### config.mk
export PLATFORM = sky130hd
export DESIGN_NAME = bound_arbiter_flat
export DESIGN_NICKNAME = d
export VERILOG_FILES = /design/src/rtl/bound_pkg.sv /design/src/rtl/bound_arbiter_if.sv /design/src/rtl/bound_rr_arb.sv /design/src/rtl/bound_arbiter.sv /design/src/flat_wrapper.sv
export SDC_FILE = /design/constraint.sdc
export NUM_CORES = 1
export LEC_CHECK = 0
export ABC_CLOCK_PERIOD_IN_PS = 8800
export BUFFER_PORTS_ARGS = -buffer_cell sky130_fd_sc_hd__buf_4
export CORE_MARGIN = 2
export CORE_UTILIZATION = 25
export DETAILED_ROUTE_END_ITERATION = 12
export SLEW_MARGIN = 20
export SYNTH_ARGS = -nofsm -noshare
export SYNTH_HDL_FRONTEND = slang
export SYNTH_HIERARCHICAL = 1
export SYNTH_SLANG_ARGS = --single-unit
### constraint.sdc
create_clock -name clk -period 8.8 [get_ports clk]
set_input_delay 2.2 -clock clk [delete_from_list [all_inputs] [get_ports clk]]
set_output_delay 2.2 -clock clk [all_outputs]
set_load 0.02 [all_outputs]
### src/rtl/bound_pkg.sv
// bound_pkg: shared widths, FSM states and the saturating requantizer
package bound_pkg;
  localparam int AB_BW = 21;
  localparam int D_BW = 8;
  localparam int SAT_MAX = 2 ** (D_BW - 1) - 1;
  localparam int SAT_MIN = -(2 ** (D_BW - 1));
  typedef enum logic {IDLE, LOCKED} state_t;
  typedef struct packed {
    logic [D_BW-1:0] data;
    logic sat;
  } sat_t;
  function automatic sat_t saturate(input logic signed [AB_BW-1:0] x);
    sat_t r;
    r.data = x > SAT_MAX ? D_BW'(SAT_MAX) : x < SAT_MIN ? D_BW'(SAT_MIN) : x[D_BW-1:0];
    r.sat = x > SAT_MAX || x < SAT_MIN;
    return r;
  endfunction
endpackage

### src/rtl/bound_arbiter_if.sv
// bound_arbiter_if: lane request bus plus tagged output stream
interface bound_arbiter_if #(parameter int NUM_REQ = 4, parameter int ID_BW = 2);
  import bound_pkg::*;
  logic [NUM_REQ-1:0] i_req_valid;
  logic [NUM_REQ-1:0] o_req_ready;
  logic [NUM_REQ*AB_BW-1:0] i_req_data;
  logic [NUM_REQ-1:0] i_req_last;
  logic o_valid;
  logic i_ready;
  logic signed [D_BW-1:0] o_data;
  logic [ID_BW-1:0] o_id;
  logic o_last;
  logic o_sat;
  modport master (output i_req_valid, i_req_data, i_req_last, i_ready,
                  input o_req_ready, o_valid, o_data, o_id, o_last, o_sat);
  modport slave (input i_req_valid, i_req_data, i_req_last, i_ready,
                 output o_req_ready, o_valid, o_data, o_id, o_last, o_sat);
endinterface

### src/rtl/bound_rr_arb.sv
// bound_rr_arb: round-robin search for the first valid lane at or after ptr
module bound_rr_arb #(
  parameter int NUM_REQ = 4,
  parameter int ID_BW = 2
) (
  input  logic [NUM_REQ-1:0] valid,
  input  logic [ID_BW-1:0]   ptr,
  output logic [ID_BW-1:0]   gnt_id,
  output logic               gnt_vld
);
  logic [ID_BW-1:0] idx;
  // scan from the farthest offset down so the closest valid lane to ptr wins
  always_comb begin
    gnt_id = '0;
    gnt_vld = 1'b0;
    idx = '0;
    for (int k = NUM_REQ - 1; k >= 0; k--) begin
      idx = ID_BW'((int'(ptr) + k) % NUM_REQ);
      if (valid[idx]) begin
        gnt_id = idx;
        gnt_vld = 1'b1;
      end
    end
  end
endmodule

### src/rtl/bound_arbiter.sv
// bound_arbiter: round-robin, packet-locked sharing of one saturating requantizer
module bound_arbiter
  import bound_pkg::*;
#(
  parameter int NUM_REQ = 4,
  parameter int ID_BW = 2,
  parameter int CNT_BW = 16
) (
  input  logic              clk,
  input  logic              rst,
  input  logic              i_clr_cnt,
  bound_arbiter_if.slave    bus,
  output logic [CNT_BW-1:0] o_sat_cnt
);
  state_t state, state_nxt;
  logic [ID_BW-1:0] ptr, ptr_nxt, lock_id, lock_nxt, arb_id, sel;
  logic arb_vld, sel_vld, can_acc, acc;
  sat_t sat_r;
  bound_rr_arb #(.NUM_REQ(NUM_REQ), .ID_BW(ID_BW)) u_arb (
    .valid(bus.i_req_valid), .ptr(ptr), .gnt_id(arb_id), .gnt_vld(arb_vld)
  );
  assign can_acc = ~bus.o_valid | bus.i_ready;
  // pick the lane (locked owner or arbiter winner), accept it and plan next lock/pointer
  always_comb begin
    sel = state == LOCKED ? lock_id : arb_id;
    sel_vld = state == LOCKED ? bus.i_req_valid[sel] : arb_vld;
    acc = sel_vld & can_acc;
    bus.o_req_ready = acc ? NUM_REQ'(1) << sel : '0;
    state_nxt = acc ? (bus.i_req_last[sel] ? IDLE : LOCKED) : state;
    lock_nxt = acc ? sel : lock_id;
    ptr_nxt = acc & bus.i_req_last[sel] ? (int'(sel) == NUM_REQ - 1 ? '0 : sel + 1'b1) : ptr;
    sat_r = saturate(bus.i_req_data[sel*AB_BW +: AB_BW]);
  end
  // arbitration state: FSM, lock owner and round-robin pointer
  always_ff @(posedge clk) begin
    if (rst) begin
      state <= IDLE;
      ptr <= '0;
      lock_id <= '0;
    end else begin
      state <= state_nxt;
      ptr <= ptr_nxt;
      lock_id <= lock_nxt;
    end
  end
  // registered output beat, held while downstream stalls
  always_ff @(posedge clk) begin
    if (rst) begin
      bus.o_valid <= 1'b0;
      bus.o_data <= '0;
      bus.o_id <= '0;
      bus.o_last <= 1'b0;
      bus.o_sat <= 1'b0;
    end else if (acc) begin
      bus.o_valid <= 1'b1;
      bus.o_data <= sat_r.data;
      bus.o_id <= sel;
      bus.o_last <= bus.i_req_last[sel];
      bus.o_sat <= sat_r.sat;
    end else if (bus.i_ready) begin
      bus.o_valid <= 1'b0;
    end
  end
  // saturation counter: clear wins, sticks at all-ones
  always_ff @(posedge clk) begin
    if (rst || i_clr_cnt) o_sat_cnt <= '0;
    else if (bus.o_valid && bus.i_ready && bus.o_sat && o_sat_cnt != '1) o_sat_cnt <= o_sat_cnt + 1'b1;
  end
endmodule

### src/flat_wrapper.sv
// flat-port wrapper written by rule: the top's interface ports become plain ports
module bound_arbiter_flat import bound_pkg::*;
#(
  parameter int NUM_REQ = 4,
  parameter int ID_BW = 2,
  parameter int CNT_BW = 16
)
  (clk, rst, i_clr_cnt, o_sat_cnt, bus_i_req_valid, bus_i_req_data, bus_i_req_last, bus_i_ready, bus_o_req_ready, bus_o_valid, bus_o_data, bus_o_id, bus_o_last, bus_o_sat);
  bound_arbiter_if #(.NUM_REQ(NUM_REQ), .ID_BW(ID_BW)) bus_i ();
  input  logic clk;
  input  logic rst;
  input  logic i_clr_cnt;
  output logic [CNT_BW-1:0] o_sat_cnt;
  input wire logic [$bits(bus_i.i_req_valid)-1:0] bus_i_req_valid;
  input wire logic [$bits(bus_i.i_req_data)-1:0] bus_i_req_data;
  input wire logic [$bits(bus_i.i_req_last)-1:0] bus_i_req_last;
  input wire logic [$bits(bus_i.i_ready)-1:0] bus_i_ready;
  output wire logic [$bits(bus_i.o_req_ready)-1:0] bus_o_req_ready;
  output wire logic [$bits(bus_i.o_valid)-1:0] bus_o_valid;
  output wire logic [$bits(bus_i.o_data)-1:0] bus_o_data;
  output wire logic [$bits(bus_i.o_id)-1:0] bus_o_id;
  output wire logic [$bits(bus_i.o_last)-1:0] bus_o_last;
  output wire logic [$bits(bus_i.o_sat)-1:0] bus_o_sat;
  assign bus_i.i_req_valid = bus_i_req_valid;
  assign bus_i.i_req_data = bus_i_req_data;
  assign bus_i.i_req_last = bus_i_req_last;
  assign bus_i.i_ready = bus_i_ready;
  assign bus_o_req_ready = bus_i.o_req_ready;
  assign bus_o_valid = bus_i.o_valid;
  assign bus_o_data = bus_i.o_data;
  assign bus_o_id = bus_i.o_id;
  assign bus_o_last = bus_i.o_last;
  assign bus_o_sat = bus_i.o_sat;
  bound_arbiter #(.NUM_REQ(NUM_REQ), .ID_BW(ID_BW), .CNT_BW(CNT_BW)) u_core (.clk(clk), .rst(rst), .i_clr_cnt(i_clr_cnt), .bus(bus_i), .o_sat_cnt(o_sat_cnt));
endmodule
# Yosys cells after proc, flatten, opt, wreduce, memory -nomap -nowiden
# Index checks and enable logic that the tools add are counted.
# word_totals
ff_bits	32
inputBits	96
output_inout_bits	33
word_cells	64
# classes
n_addsub	5
multipliers	1
magnitude_cmp	7
eq_ne	2
shift	2
mux	29
bitwise	4
reduce_logical	6
# op_table
cell	count
indexed part select 84 x 8 -> 21 bit	1
> comparator 21 x 8 -> 1 bit, second input constant	1
less-than comparator 21 x 8 -> 1 bit, second input constant	1
adder 16 x 1 -> 16 bit, second input constant	1
2-to-1 mux 8 bit	2
inequality test 16 bit, second input constant	1
less-than comparator 2 x 3 -> 1 bit, second input constant	5
2-to-1 mux 1 bit	14
binary-select mux 1 bit (select 2 bit)	6
2-to-1 mux 2 bit	6
multiplier 2 x 5 -> 7 bit, second input constant	1
adder 2 x 1 -> 2 bit, second input constant	2
adder 2 bit, second input constant	2
2-to-1 mux 4 bit	1
<< shifter 1 x 2 -> 4 bit, first input constant	1
logical AND 1 bit	3
AND 1 bit	2
== test 2 x 1 -> 1 bit, second input constant	1
logical OR 1 bit	2
nonzero test 2 bit	1
inverter 1 bit	1
OR 1 bit	1

# Logic depth before layout (Yosys ltp)
# logic_depth
word_depth	13
depth_mapped	11
depth_no_buf	10

# Modules after synthesis
# Netlist, hierarchy kept.
# by_module_without_submodules
mod	instances	cells_each	area_each_um2	seq_area_each_um2
bound_arbiter	1	217	2138.3	640.6
bound_rr_arb	1	13	77.6	0.0

# Worst setup path after synthesis
# OpenSTA, ideal clock, no wires.
# synth_path
kind	input to output
start	input port bus_i_req_valid[3]
end	output port bus_o_req_ready[3]
arrival_time_ns	4.131
t_required_ns	6.600
setup_slack_ns	2.469
path_stages	9
path_buffers	2
path_cell_list	nand2b_1 -> a211oi_1 -> nor2_1 -> mux2i_2 -> buf_6 -> clkbuf_1 -> inv_1 -> ha_1 -> and2_1
# synth_between
elab_chain_len	12
elab_cells_between_ends	23
cone_classes	shift (1); mux (21); bitwise (1)
# synth_lines
item	line_no	rtl
start: declaration	flat_wrapper.sv:14	input wire logic [$bits(bus_i.i_req_valid)-1:0] bus_i_req_valid;
binary-select mux 1 bit (select 2 bit)	bound_rr_arb.sv:19	if (valid[idx]) begin
2-to-1 mux 1 bit (implied by the code)	bound_rr_arb.sv:19	
2-to-1 mux 2 bit (3 in series)	bound_rr_arb.sv:19	
2-to-1 mux 2 bit *	bound_rr_arb.sv:19	
net u_core.arb_id[1]	bound_arbiter.sv:16	logic [ID_BW-1:0] ptr, ptr_nxt, lock_id, lock_nxt, arb_id, sel;
2-to-1 mux 2 bit *	bound_arbiter.sv:25	sel = state == LOCKED ? lock_id : arb_id;
net u_core.sel[1]	bound_arbiter.sv:16	
binary-select mux 1 bit (select 2 bit)	bound_arbiter.sv:26	sel_vld = state == LOCKED ? bus.i_req_valid[sel] : arb_vld;
2-to-1 mux 1 bit (implied by the code)	bound_arbiter.sv:26	
2-to-1 mux 1 bit	bound_arbiter.sv:26	
AND 1 bit	bound_arbiter.sv:27	acc = sel_vld & can_acc;
2-to-1 mux 4 bit *	bound_arbiter.sv:28	bus.o_req_ready = acc ? NUM_REQ'(1) << sel : '0;
end: declaration	flat_wrapper.sv:18	output wire logic [$bits(bus_i.o_req_ready)-1:0] bus_o_req_ready;
# The timed path passes the listed nets; every way through them passes the cells marked *. The select of a mux whose other input is x is not followed.

# Final worst setup path
# Same ends and word-level chain as after synthesis.

==> flow_metrics.tcl <==
set metrics [dict create \
    antenna_found_initial 0 \
    p_leak_nw 1.613 \
    ys.warnings.count 6 \
    required_ns 6.60 \
    tightest_slew_ns 0.7940 \
    cts.clk_slew.worst_paths_ns 0.06 \
    insertion_delay_ns 0.27 \
    die_x_um 98.15 \
    holdPathStages 1 \
    cts_sinks 32 \
    path_class "in2out" \
    grt_setup_unrepaired "no" \
    dr.first_iter.drc_count 33 \
    synth_top_cell_by_area "dfxtp_1" \
    hp-class "reg2reg" \
    dr_total_vias 2185 \
    place_area_um2 3261 \
    critical_path.cell_chain "buf_4 -> mux2i_1 -> a211oi_2 -> mux2i_4 -> buf_4 -> inv_1 -> ha_1 -> and2_1 -> buf_4" \
    ys_top_cells_by_area "dfxtp_1 29%, mux2i_1 20%, mux4_2 9.1%" \
    grt_pass1_wl_um 9846 \
    critical-path-top-delay-family "buffers and inverters" \
    cts_setup_buffers 0 \
    cp_max_fo 41 \
    grt_pass1_vias 2152 \
    crit_path_max_incr_delay_ns 0.53 \
    worstRegToRegCells 10 \
    root_buffer "clkbuf_8" \
    port_buffers 128 \
    slew_viol_final 0 \
    synth_nets 331 \
    cp.arrival_ns 4.01 \
    finalCritPeriodShare_pct 70.58 \
    r2r_start "u_core/ptr[1]" \
    gp_routability_congestion 0.7248 \
    cp-end-kind "output port" \
    setup_viol 0 \
    cts_resized 0 \
    syn-cell-area_um2 2216 \
    p_per_area_nw_per_um2 203.9 \
    crit_path_top_delay_cell "buf_4" \
    num_antenna_cells 0 \
    reg2reg_to "u_core/bus.o_data[0]" \
    fin_area_um2 3385 \
    start_kind "input pin" \
    fp.coreArea_um2 8678 \
    skew_ns 0.003337 \
    dpl.hpwl_um 4955 \
    clockBufferDepth 2 \
    num_rows 34 \
    max_cap_viol_count 0 \
    worst_path_most_repeated_cell "buf_4" \
    finalPower_mw 0.6902 \
    max_freq_mhz 161.0 \
    n_fill_cell 875 \
    ioPinCount 129 \
    worst-path-buf-inv 4 \
    synth_top_area_share_pct 28.91 \
    worstHoldEndpoint "u_core/bus.o_data[2]" \
    period_needed_ns 6.211 \
    hp-start "u_core/bus.o_data[2]" \
    avgSynthCellArea_um2 9.634 \
    dieArea_um2 9632 \
    r2r_slack_ns 5.67 \
    die-height_um 98.15 \
    ys_ff_latch 32 \
    ys_seq_area_share_pct 28.91 \
    place_inst 456 \
    synth_cell_types 38 \
    drive_gt1_share_pct 43.54 \
    firstDrtPassIters 4 \
    grt_max_degree 42 \
    startpoint "bus_i_req_valid[3]" \
    cts_tree "built" \
    nets 457 \
    ir_drop_mv 0.08393 \
    grt_usage_pct 12.20 \
    setup_tns_ns 0 \
    avgViaCountPerCell 4.709 \
    fin_cells 464 \
    slew_headroom_pct 46.87 \
    gr-total-overflow 0 \
    netlist_instances 230 \
    htreeDepth 2 \
    wire_per_inst_um 13.06 \
    status "finished clean" \
    ant_nets 0 \
    routed_wl_um 6058 \
    hold_viol 0 \
    numCtsBuffers 5 \
    cts_hold_buf 0 \
    area_growth_pct 52.74 \
    drc 0 \
    start_util_pct 25.53 \
]
-- through the flow --
stage                     utilization, %  worst slack [ns]  hold slack, ns
after global routing               39.00             2.434          0.5179
final                              39.00             2.589          0.4900
after global placement             37.57             2.341          0.4742
after CTS                          38.68             2.274          0.4954
after floorplan                        -             2.469          0.4947
after detailed placement           37.57             2.275          0.4766
-- synthesized netlist by cell type --
cell type,instances
a211oi_1,4
a211oi_2,1
a21oi_1,10
a21oi_4,1
a221o_1,7
a311o_1,1
a31oi_2,1
and2_1,5
and3_1,2
and4_1,2
buf_1,2
buf_4,1
buf_6,3
clkbuf_1,5
dfxtp_1,32
ha_1,5
inv_1,3
mux2i_1,44
mux2i_2,1
mux2i_4,1
mux4_2,9
nand2_1,11
nand2b_1,3
nand3_1,6
nand3b_1,1
nand4_1,7
nor2_1,27
nor2b_1,2
nor3_1,3
nor3b_1,2
nor3b_2,1
nor4_1,2
o21ai_0,6
or2_2,2
or3_1,5
or4_4,1
xnor2_1,3
xor2_1,8
-- area by class of cell --
class	instances	area [um^2]	area share [%]
Inverter	3	11.26	0.3327
Sequential cell	32	640.6	18.93
Clock buffer	7	96.34	2.847
Tap cell	108	135.1	3.993
Multi-Input combinational cell	184	1505	44.47
Timing Repair Buffer	130	996.0	29.43
-- sequential cells by signal, summed over array words and instances (netlist names) --
signal,cells
u_core/state,1
u_core/bus.o_last,1
u_core/bus.o_valid,1
u_core/ptr,2
u_core/bus.o_data,8
u_core/bus.o_sat,1
u_core/lock_id,2
u_core/o_sat_cnt,16
-- power breakdown --
| part | internal [mW] | leakage (nW) | switching [mW] | total, mW |
|---|---|---|---|---|
| Sequential | 0.172 | 0.262 | 0.0256 | 0.198 |
| Combinational | 0.191 | 1.30 | 0.183 | 0.374 |
| Clock | 0.0696 | 0.0503 | 0.0491 | 0.119 |
| Total | 0.433 | 1.61 | 0.257 | 0.690 |
-- layout by cell type, fill, tap and decap left out, drive strengths merged --
cell type  Yosys  layout
or4            1       1
nand2         11      11
or2            2       2
a211oi         5       5
nor3           3       3
inv            3       3
nor3b          3       3
buf            6     130
dfxtp         32      32
nand3          6       6
mux4           9       9
a21oi         11      11
clkbuf         5       7
xor2           8       8
and3           2       2
and4           2       2
nor2          27      27
nand4          7       7
mux2i         46      46
xnor2          3       3
nor4           2       2
a31oi          1       1
ha             5       5
nand3b         1       1
nand2b         3       3
o21ai          6       6
a221o          7       7
a311o          1       1
nor2b          2       2
and2           5       5
or3            5       5
-- routing by layer --
layer / part of all wire [%] / track usage, % / up-vias
met5: 0 / 0 / -
met4: 0.58 / 1.897 / 0
met3: 9.3 / 3.651 / 5
met2: 48 / 21.34 / 104
met1: 43 / 15.16 / 967
li1: - / - / 1109
-- cell families after synthesis --
family / share of synthesized area, %
buf+inv: 3.558
mux: 30.66
simple gates: 19.25
compound gates: 10.45
xor+xnor: 4.348
flops: 28.91
fa+ha+maj: 2.823
-- worst max-delay path by stage --
stage | cells past startpoint | end | slack [ns]
finish | 9 | bus_o_req_ready[3] | 2.59
global route | 9 | bus_o_req_ready[3] | 2.43
CTS | 9 | bus_o_req_ready[3] | 2.27
detailed placement | 9 | bus_o_req_ready[3] | 2.28
global placement | 9 | bus_o_req_ready[3] | 2.34
floorplan | 9 | bus_o_req_ready[3] | 2.47
Note: power is estimated with default switching activity, not from simulation.
